$ cat src/rtl/inst_fetch_pkg.sv
`default_nettype none
// ============================================================================
// Module      : inst_fetch_pkg
// Description : Shared types and constants for the instruction fetch stage.
// Revision    : 1.0 - initial release
// ============================================================================
package inst_fetch_pkg;

   localparam int INST_W = 32;
   localparam logic [INST_W-1:0] NOP_INST = 32'h0000_0000;

   typedef enum logic [1:0] {
      ST_IDLE = 2'd0,
      ST_RUN  = 2'd1,
      ST_HALT = 2'd2
   } fetch_state_t;

endpackage
`default_nettype wire

$ cat src/rtl/inst_fetch_if.sv
`default_nettype none
// ============================================================================
// Module      : inst_fetch_if
// Description : Control, load and instruction bus of the fetch stage.
// Revision    : 1.0 - initial release
// ============================================================================
interface inst_fetch_if #(
   parameter int ADDR_W = 5
);
   import inst_fetch_pkg::*;

   logic              Start;
   logic              Abort;
   logic              LoadEn;
   logic [ADDR_W-1:0] LoadAddr;
   logic [INST_W-1:0] LoadData;
   logic [ADDR_W:0]   ProgLen;
   logic              Stall;
   logic              JumpEn;
   logic [ADDR_W-1:0] JumpAddr;
   logic [INST_W-1:0] Inst;
   logic              InstValid;
   logic [ADDR_W:0]   PC;
   logic              Busy;
   logic              Done;

   modport master (
      output Start, Abort, LoadEn, LoadAddr, LoadData, ProgLen,
             Stall, JumpEn, JumpAddr,
      input  Inst, InstValid, PC, Busy, Done
   );

   modport slave (
      input  Start, Abort, LoadEn, LoadAddr, LoadData, ProgLen,
             Stall, JumpEn, JumpAddr,
      output Inst, InstValid, PC, Busy, Done
   );

endinterface
`default_nettype wire

$ cat src/rtl/inst_mem.sv
`default_nettype none
// ============================================================================
// Module      : inst_mem
// Description : DEPTH x DATA_W program memory, one write port, registered read.
// Revision    : 1.0 - initial release
// ============================================================================
module inst_mem
   import inst_fetch_pkg::*;
#(
   parameter int DEPTH  = 32,
   parameter int ADDR_W = 5,
   parameter int DATA_W = INST_W
) (
   input  wire logic              clk,
   input  wire logic              rst,
   input  wire logic              i_we,
   input  wire logic [ADDR_W-1:0] i_waddr,
   input  wire logic [DATA_W-1:0] i_wdata,
   input  wire logic              i_re,
   input  wire logic [ADDR_W-1:0] i_raddr,
   input  wire logic              i_clr,
   output logic      [DATA_W-1:0] o_rdata
);

   logic [DATA_W-1:0] r_mem [DEPTH];
   logic [DATA_W-1:0] r_rdata;

   always_ff @(posedge clk) begin
      if (i_we) begin
         r_mem[i_waddr] <= i_wdata;
      end
   end

   // Read register doubles as the stage output, so clear inserts a NOP bubble.
   always_ff @(posedge clk) begin
      if (rst || i_clr) begin
         r_rdata <= NOP_INST;
      end else if (i_re) begin
         r_rdata <= r_mem[i_raddr];
      end
   end

   assign o_rdata = r_rdata;

endmodule
`default_nettype wire

$ cat src/rtl/inst_fetch.sv
`default_nettype none
// ============================================================================
// Module      : inst_fetch
// Description : Program memory, PC and run-control FSM feeding the Controller.
// Revision    : 1.0 - initial release
// ============================================================================
module inst_fetch #(
   parameter int ADDR_W = 5,
   parameter int DEPTH  = 32
) (
   input wire logic   clk,
   input wire logic   rst,
   inst_fetch_if.slave bus
);
   import inst_fetch_pkg::*;

   localparam logic [ADDR_W:0] C_LEN_MAX = (ADDR_W+1)'(DEPTH);

   fetch_state_t      r_state;
   logic [ADDR_W:0]   r_pc;
   logic [ADDR_W:0]   r_len;
   logic              r_valid;
   logic              r_busy;
   logic              r_done;

   logic              w_in_run;
   logic              w_loadable;
   logic              w_at_end;
   logic              w_we;
   logic              w_re;
   logic              w_clr;
   logic [ADDR_W:0]   w_len_clamped;
   logic [INST_W-1:0] w_inst;

   assign w_in_run      = (r_state == ST_RUN);
   assign w_loadable    = (r_state == ST_IDLE) || (r_state == ST_HALT);
   assign w_at_end      = (r_pc >= r_len);
   assign w_len_clamped = (bus.ProgLen > C_LEN_MAX) ? C_LEN_MAX : bus.ProgLen;

   assign w_we  = w_loadable && bus.LoadEn && !bus.Abort && !rst;
   assign w_re  = w_in_run && !bus.Abort && !bus.JumpEn && !bus.Stall && !w_at_end;
   // Bubble on abort, on a jump (even when stalled) and on the halting cycle.
   assign w_clr = bus.Abort ||
                  (w_in_run && (bus.JumpEn || (!bus.Stall && w_at_end)));

   inst_mem #(
      .DEPTH  (DEPTH),
      .ADDR_W (ADDR_W),
      .DATA_W (INST_W)
   ) u_mem (
      .clk     (clk),
      .rst     (rst),
      .i_we    (w_we),
      .i_waddr (bus.LoadAddr),
      .i_wdata (bus.LoadData),
      .i_re    (w_re),
      .i_raddr (r_pc[ADDR_W-1:0]),
      .i_clr   (w_clr),
      .o_rdata (w_inst)
   );

   always_ff @(posedge clk) begin
      if (rst || bus.Abort) begin
         r_state <= ST_IDLE;
         r_pc    <= '0;
         r_len   <= '0;
         r_valid <= 1'b0;
         r_busy  <= 1'b0;
         r_done  <= 1'b0;
      end else begin
         case (r_state)
            ST_IDLE, ST_HALT: begin
               if (bus.Start) begin
                  r_state <= ST_RUN;
                  r_pc    <= '0;
                  r_len   <= w_len_clamped;
                  r_busy  <= 1'b1;
                  r_done  <= 1'b0;
               end
            end
            ST_RUN: begin
               if (bus.JumpEn) begin
                  r_pc    <= {1'b0, bus.JumpAddr};
                  r_valid <= 1'b0;
               end else if (bus.Stall) begin
                  r_pc    <= r_pc;
               end else if (w_at_end) begin
                  r_state <= ST_HALT;
                  r_valid <= 1'b0;
                  r_busy  <= 1'b0;
                  r_done  <= 1'b1;
               end else begin
                  r_pc    <= r_pc + 1'b1;
                  r_valid <= 1'b1;
               end
            end
            default: begin
               r_state <= ST_IDLE;
               r_valid <= 1'b0;
               r_busy  <= 1'b0;
               r_done  <= 1'b0;
            end
         endcase
      end
   end

   assign bus.Inst      = w_inst;
   assign bus.InstValid = r_valid;
   assign bus.PC        = r_pc;
   assign bus.Busy      = r_busy;
   assign bus.Done      = r_done;

endmodule
`default_nettype wire
$ cat src/flat_wrapper.sv
// flat-port wrapper written by rule: the top's interface ports become plain ports
module inst_fetch_flat import inst_fetch_pkg::*;
#(
   parameter int ADDR_W = 5,
   parameter int DEPTH  = 32
)
  (clk, rst, bus_Start, bus_Abort, bus_LoadEn, bus_LoadAddr, bus_LoadData, bus_ProgLen, bus_Stall, bus_JumpEn, bus_JumpAddr, bus_Inst, bus_InstValid, bus_PC, bus_Busy, bus_Done);
  inst_fetch_if #(.ADDR_W(ADDR_W)) bus_i ();
  input wire logic clk;
  input wire logic rst;
  input wire logic [$bits(bus_i.Start)-1:0] bus_Start;
  input wire logic [$bits(bus_i.Abort)-1:0] bus_Abort;
  input wire logic [$bits(bus_i.LoadEn)-1:0] bus_LoadEn;
  input wire logic [$bits(bus_i.LoadAddr)-1:0] bus_LoadAddr;
  input wire logic [$bits(bus_i.LoadData)-1:0] bus_LoadData;
  input wire logic [$bits(bus_i.ProgLen)-1:0] bus_ProgLen;
  input wire logic [$bits(bus_i.Stall)-1:0] bus_Stall;
  input wire logic [$bits(bus_i.JumpEn)-1:0] bus_JumpEn;
  input wire logic [$bits(bus_i.JumpAddr)-1:0] bus_JumpAddr;
  output wire logic [$bits(bus_i.Inst)-1:0] bus_Inst;
  output wire logic [$bits(bus_i.InstValid)-1:0] bus_InstValid;
  output wire logic [$bits(bus_i.PC)-1:0] bus_PC;
  output wire logic [$bits(bus_i.Busy)-1:0] bus_Busy;
  output wire logic [$bits(bus_i.Done)-1:0] bus_Done;
  assign bus_i.Start = bus_Start;
  assign bus_i.Abort = bus_Abort;
  assign bus_i.LoadEn = bus_LoadEn;
  assign bus_i.LoadAddr = bus_LoadAddr;
  assign bus_i.LoadData = bus_LoadData;
  assign bus_i.ProgLen = bus_ProgLen;
  assign bus_i.Stall = bus_Stall;
  assign bus_i.JumpEn = bus_JumpEn;
  assign bus_i.JumpAddr = bus_JumpAddr;
  assign bus_Inst = bus_i.Inst;
  assign bus_InstValid = bus_i.InstValid;
  assign bus_PC = bus_i.PC;
  assign bus_Busy = bus_i.Busy;
  assign bus_Done = bus_i.Done;
  inst_fetch #(.ADDR_W(ADDR_W), .DEPTH(DEPTH)) u_core (.clk(clk), .rst(rst), .bus(bus_i));
endmodule
$ cat config.mk
export PLATFORM = sky130hd
export DESIGN_NAME = inst_fetch_flat
export DESIGN_NICKNAME = d
export VERILOG_FILES = /design/src/rtl/inst_fetch_pkg.sv /design/src/rtl/inst_fetch_if.sv /design/src/rtl/inst_mem.sv /design/src/rtl/inst_fetch.sv /design/src/flat_wrapper.sv
export SDC_FILE = /design/constraint.sdc
export NUM_CORES = 1
export LEC_CHECK = 0
export CELL_PAD_IN_SITES_DETAIL_PLACEMENT = 0
export CELL_PAD_IN_SITES_GLOBAL_PLACEMENT = 2
export CORE_ASPECT_RATIO = 0.7
export CORE_UTILIZATION = 45
export CTS_CLUSTER_SIZE = 14
export DETAILED_ROUTE_END_ITERATION = 7
export GPL_ROUTABILITY_DRIVEN = 0
export PLACE_DENSITY = 0.71
export SYNTH_ARGS = -nofsm -noshare
export SYNTH_HDL_FRONTEND = slang
export SYNTH_SLANG_ARGS = --single-unit
$ cat constraint.sdc
create_clock -name clk -period 5.3 [get_ports clk]
set_input_delay 0.53 -clock clk [delete_from_list [all_inputs] [get_ports clk]]
set_output_delay 0.53 -clock clk [all_outputs]
set_load 0.05 [all_outputs]
==> results.yml, run 1 <==
status:
  status: "finished clean"
synthesis:
  synth_top_area_cell: "edfxtp_1"
  synth-edff-count: 1024
  synth_area_leaders: "edfxtp_1, mux2i_1, mux4_2"
  yosys_warnings: 0
  syn_avg_cell_area_um2: 19.5
  synth_area_um2: 41000
  ys_seq_elements: 1072
  synth_cell_types: 49
  yosys.area.top_type_share: 0.750
  synthTopCellsByCount: "edfxtp_1, mux2i_1, a22oi_1"
  synth-seq-area-share: 0.774
  async_flop_share: 0
  synthFlopType: "edfxtp_1"
  synth.most_common_cell: "edfxtp_1"
  syn_nets: 2160
  syn-instance-count: 2098
pwr:
  finalPower_uw: 16700
  vdd_drop_max_mv: 0.284
  p_leak_uw: 0.0138
  pwr_density_cell_nw_per_um2: 356
grt:
  grt_max_degree: 106
  antenna_found_initial: 9
  grt_pass1_wl_um: 153000
  grt_pass1_vias: 20738
  gr-total-overflow: 0
  grt.total_usage: 0.236
route:
  detail-route-antenna-nets: 0
  avgViaCountPerCell: 5.89
  firstDrtPassIters: 5
  routedWlPerCell_um: 30.5
  vias: 20927
  wirelength_um: 109000
  route.detailed.drc: 0
  drtIter0Drc: 2370
finish:
  syn_to_final_growth_pct: 14.6
  final_area_um2: 47000
  final_layout_size_suffix_gt1_frac: 0.168
  nets: 2310
  stdcell_count: 3555
floorplanning:
  die_y_um: 254
  die_x_um: 363
  num_rows: 92
  dieArea_um2: 92300
  floorplan.io_pins: 96
  start_util: 0.455
  core_area_um2: 90100
clock_network:
  numCtsBuffers: 99
  h-tree-depth: 3
  clock-sinks: 1072
  cts_buffer_depth: 3
  cts_root_buffer: "clkbuf_16"
  cts_tree: "yes"
  cts_resized: 0
  path_clk_slew_ns: 0.07
  cts_setup_buffers: 0
  hold_buffers: 0
  insertion_delay_ns: 0.71
sta:
  finalSetupViolations: 0
  clock_skew_ns: 0.0421
  hold_viol: 0
  rsz0062_at_grt: "false"
  timing.slew.headroom: 0.107
  drv_slew: 0
  fin_crit_ns: 3.43
  worst_pin_slew_ns: 1.34
  finalCritPeriodShare: 0.648
  fmax_mhz: 291
  tns_ns: 0
worst_setup_path:
  path_class: "reg2reg"
  cp_max_fo: 37
  cp-start-kind: "flip-flop"
  arrival_ns: 3.99
  crit_path_end_kind: "flip-flop"
  crit_required_ns: 5.86
placement:
  dpl.cell_count: 3369
  dp_hpwl_um: 64100
  port_buffers: 95
  postPlaceCellArea_um2: 43800
min_path:
  hold_path_class: "in2reg"
flow_run:
  drv_cap: 0
[cells in the final DEF, fill, tap and decap left out, types with 17 or more instances in the layout]
| cell | synthesis | routed |
|---|---|---|
| nand4_1 | 35 | 35 |
| a21oi_1 | 45 | 44 |
| mux2i_1 | 323 | 323 |
| clkdlybuf4s50_1 | 0 | 78 |
| clkbuf_16 | 0 | 99 |
| edfxtp_1 | 1024 | 1024 |
| nand2_1 | 17 | 17 |
| dfxtp_1 | 48 | 45 |
| buf_4 | 3 | 75 |
| buf_2 | 65 | 17 |
| clkinv_2 | 0 | 18 |
| a22o_1 | 32 | 32 |
| nor2_4 | 0 | 32 |
| o22ai_1 | 33 | 33 |
| clkinv_1 | 1 | 20 |
| a211oi_1 | 32 | 32 |
| clkbuf_1 | 50 | 22 |
| a22oi_1 | 160 | 160 |
| mux4_2 | 96 | 96 |
[stage by stage]
stage          setup slack [ns]  utilization  hold slack, ns
2_1_floorplan              1.83            -           0.432
3_3_place_gp               1.50        0.486           0.454
3_5_place_dp               1.49        0.486           0.452
4_1_cts                    1.78        0.521           0.398
5_1_grt                    1.72        0.521           0.421
6_report                   1.87        0.521           0.438
[kinds of logic (layout without fill, tap and decap cells)]
family / count (synthesis) / in the layout / synth area share
flip-flops: 1072 / 1072 / 0.774
multiplexers: 421 / 421 / 0.132
AO/OA/AOI/OAI: 324 / 324 / 0.0565
AND/OR/NAND/NOR: 138 / 138 / 0.0189
buffers and inverters: 135 / 366 / 0.0163
adder cells (fa/ha/maj): 7 / 7 / 0.00214
XOR/XNOR: 1 / 1 / 0.000214
other: 0 / 4 / 0
[layer usage]
layer / vias up / part of all wire / global-route usage
met2: 776 / 0.45 / 0.348
met3: 142 / 0.083 / 0.0591
met5: - / 0 / 0
met4: 0 / 0.026 / 0.0712
li1: 8975 / - / -
met1: 11034 / 0.44 / 0.347
[critical path, stage by stage (launching register included)]
cell,delay (ns)
dfxtp_4,0.81
nor4bb_4,1.16
a22oi_1,0.43
nand4_1,0.40
a21oi_1,0.18
a22o_1,0.27
[final timing paths]
kind / start / end / slack (ns) / cells after the start
max: u_core.bus.PC[0]$_SDFFE_PP0P_ / u_core.u_mem.o_rdata[4]$_SDFFE_PP0P_ / 1.87 / 5
min: bus_LoadData[10] / u_core.u_mem.r_mem[23][10]$_DFFE_PP_ / 0.44 / 1
max reg2reg: u_core.bus.PC[0]$_SDFFE_PP0P_ / u_core.u_mem.o_rdata[4]$_SDFFE_PP0P_ / 1.87 / 5
min reg2reg: u_core.r_len[4]$_SDFFE_PP0P_ / u_core.r_len[4]$_SDFFE_PP0P_ / 0.46 / 2
[sequential cells by signal, indices dropped and copies added (netlist names)]
register              cells
u_core.u_mem.o_rdata     32
u_core.bus.InstValid      1
u_core.r_len              6
u_core.u_mem.r_mem     1024
u_core.bus.Busy           1
u_core.bus.PC             6
u_core.r_state            2
[cell type report]
class | instances | area, um^2
Fill cell | 7079 | 43200
Sequential cell | 1072 | 31700
Multi-Input combinational cell | 891 | 8930
Clock buffer | 132 | 2710
Timing Repair Buffer | 177 | 1570
Tap cell | 1222 | 1530
Clock inverter | 50 | 475
Inverter | 7 | 26.3
Antenna cell | 4 | 10.0
[power breakdown]
part | leakage, uW | switching, uW | internal, uW
clock | 0.00156 | 3160 | 3870
sequential | 0.00959 | 9.45 | 9290
combinational | 0.00262 | 311 | 95.0
(Power assumes the default switching activity.)
==> run 2, diff against run 1 <==
CORE_UTILIZATION = 44   (was 45)
PLACE_DENSITY = 0.73   (was 0.71)
clock period = 2.8 ns   (was 5.3 ns; I/O delays follow)
==> run 2 against run 1 <==
  * Sequential power increased by 89%
  * Clock power increased by 100%
  * Clock skew decreased by 0.012 ns
  * Non-clock buffer count increased by 99
  * Largest cell class unchanged
  * Final area increased by 4.4%
  * Hold slack got worse by 0.25 ns
  * Sequential share of layout area decreased by 2.8 points
  * Critical path depth decreased by 3
  * Cell count increased by 3.2%
  * Die area increased by 2.3%
  * Critical endpoint is now bus_PC[3]
  * Global-route usage decreased by 0.89 points
==> results.yml, run 2 (same netlist as run 1, synthesis figures left out) <==
min_path:
  hold_path_class: "in2reg"
  hold_end: "u_core.r_len[4]$_SDFFE_PP0P_"
  hold_depth: 3
  hold_start: "bus_ProgLen[4]"
sta:
  fin_crit_ns: 2.70
  worst_hold_slack_ns: 0.189
  clock_skew_ns: 0.0296
  finalSetupViolations: 0
  hold_viol: 0
  tns_ns: 0
  finalCritPeriodShare: 0.965
  drv_slew: 0
  worst_pin_slew_ns: 0.987
  fmax_mhz: 370
  rsz0062_at_grt: "false"
  timing.slew.headroom: 0.340
flow_run:
  drv_cap: 0
worst_setup_path:
  reg2reg_to: "u_core.u_mem.o_rdata[19]$_SDFFE_PP0P_"
  arrival_ns: 2.42
  r2r_slack_ns: 0.23
  r2r_cells: 6
  path_class: "reg2out"
  cp-start-kind: "flip-flop"
  crit_path_end_kind: "output port"
  cp-startpoint: "u_core.bus.PC[3]$_SDFFE_PP0P_"
  crit_required_ns: 2.52
  cp_max_fo: 22
  reg2reg_from: "u_core.bus.PC[4]$_SDFFE_PP0P_"
floorplanning:
  floorplan.io_pins: 96
  dieArea_um2: 94400
  die_x_um: 367
  die_y_um: 257
  core_area_um2: 92200
  num_rows: 93
  start_util: 0.445
route:
  avgViaCountPerCell: 5.82
  route.detailed.drc: 0
  detail-route-antenna-nets: 0
  wirelength_um: 106000
  drtIter0Drc: 2303
  vias: 21365
  firstDrtPassIters: 6
  routedWlPerCell_um: 29.0
finish:
  regMostFlops: "u_core.u_mem.r_mem"
  largest_reg_flops: 1024
  final_area_um2: 49000
  layout_common_cells: "edfxtp_1, mux2i_1, a22oi_1, clkbuf_16, mux4_2"
  syn_to_final_growth_pct: 19.6
  nets: 2411
  stdcell_count: 3669
  final_layout_size_suffix_gt1_frac: 0.209
  final_common_cell: "edfxtp_1"
grt:
  grt_pass1_vias: 21323
  antenna_found_initial: 1
  gr-total-overflow: 0
  grt.total_usage: 0.227
  grt_max_degree: 50
  grt_pass1_wl_um: 154000
clock_network:
  path_clk_slew_ns: 0.06
  cts_setup_buffers: 0
  cts_resized: 0
  numCtsBuffers: 101
  cts_root_buffer: "clkbuf_16"
  insertion_delay_ns: 0.69
  cts_buffer_depth: 3
  hold_buffers: 0
  clock-sinks: 1072
  cts_tree: "yes"
  h-tree-depth: 3
placement:
  postPlaceCellArea_um2: 45600
  dp_hpwl_um: 69200
  dpl.cell_count: 3481
  port_buffers: 95
pwr:
  pwr_density_cell_nw_per_um2: 664
  vdd_drop_max_mv: 0.571
  p_leak_uw: 0.0147
status:
  status: "finished clean"
[run 2: cell count changes in the layout (fill, tap and decap cells not counted), sizes merged]
cell / change
bufinv: +9
clkinvlp: +1
diode: -1
buf: +96
clkbuf: -2
clkdlybuf4s50: +2
inv: -3
clkinv: -1
[run 2: worst max path at each step]
stage                                                 endpoint  slack, ns
final                                                bus_PC[3]        0.1
after global placement    u_core.u_mem.r_mem[13][18]$_DFFE_PP_       0.15
after detailed placement   u_core.u_mem.r_mem[28][4]$_DFFE_PP_       0.19
after global routing                                 bus_PC[3]       0.02
after CTS                                            bus_PC[3]       0.05
after floorplan            u_core.u_mem.r_mem[12][0]$_DFFE_PP_      -0.42
[run 2: through the flow]
step	total power [uW]	setup slack, ns	util
6_report	32600	0.0980	0.532
5_1_grt	33400	0.0188	0.532
4_1_cts	32800	0.0502	0.532
3_5_place_dp	18700	0.194	0.495
3_3_place_gp	18700	0.149	0.495
2_1_floorplan	18200	-0.423	-
[run 2: worst max-delay path: stages, from the launching register on]
cell and delay [ns]:
dfxtp_2 0.50, buf_4 0.37, clkdlybuf4s50_1 0.86
[run 2: layer usage]
layer	part of all wire	wire, um	GRT usage	up-vias
li1	-	-	-	9194
met1	0.45	47600	0.338	11267
met2	0.46	49300	0.348	783
met3	0.071	7580	0.0441	121
met4	0.019	1990	0.0474	0
met5	0	0	0	-
[run 2: layout make-up]
type | instances | area, um^2
well taps | 1235 | 1550
multi-input cells | 891 | 8930
fillers | 7150 | 43100
inverters | 7 | 26.3
flip-flops and latches | 1072 | 31700
clock inverters | 56 | 638
diodes | 3 | 7.51
repair buffers | 276 | 3370
clock buffers | 129 | 2790
[run 2: where the power goes]
part	switching, uW	total, uW	leakage, uW	internal [uW]
Clock	5880	14200	0.00170	8300
Combinational	569	791	0.00337	222
Sequential	15.0	17600	0.00959	17600
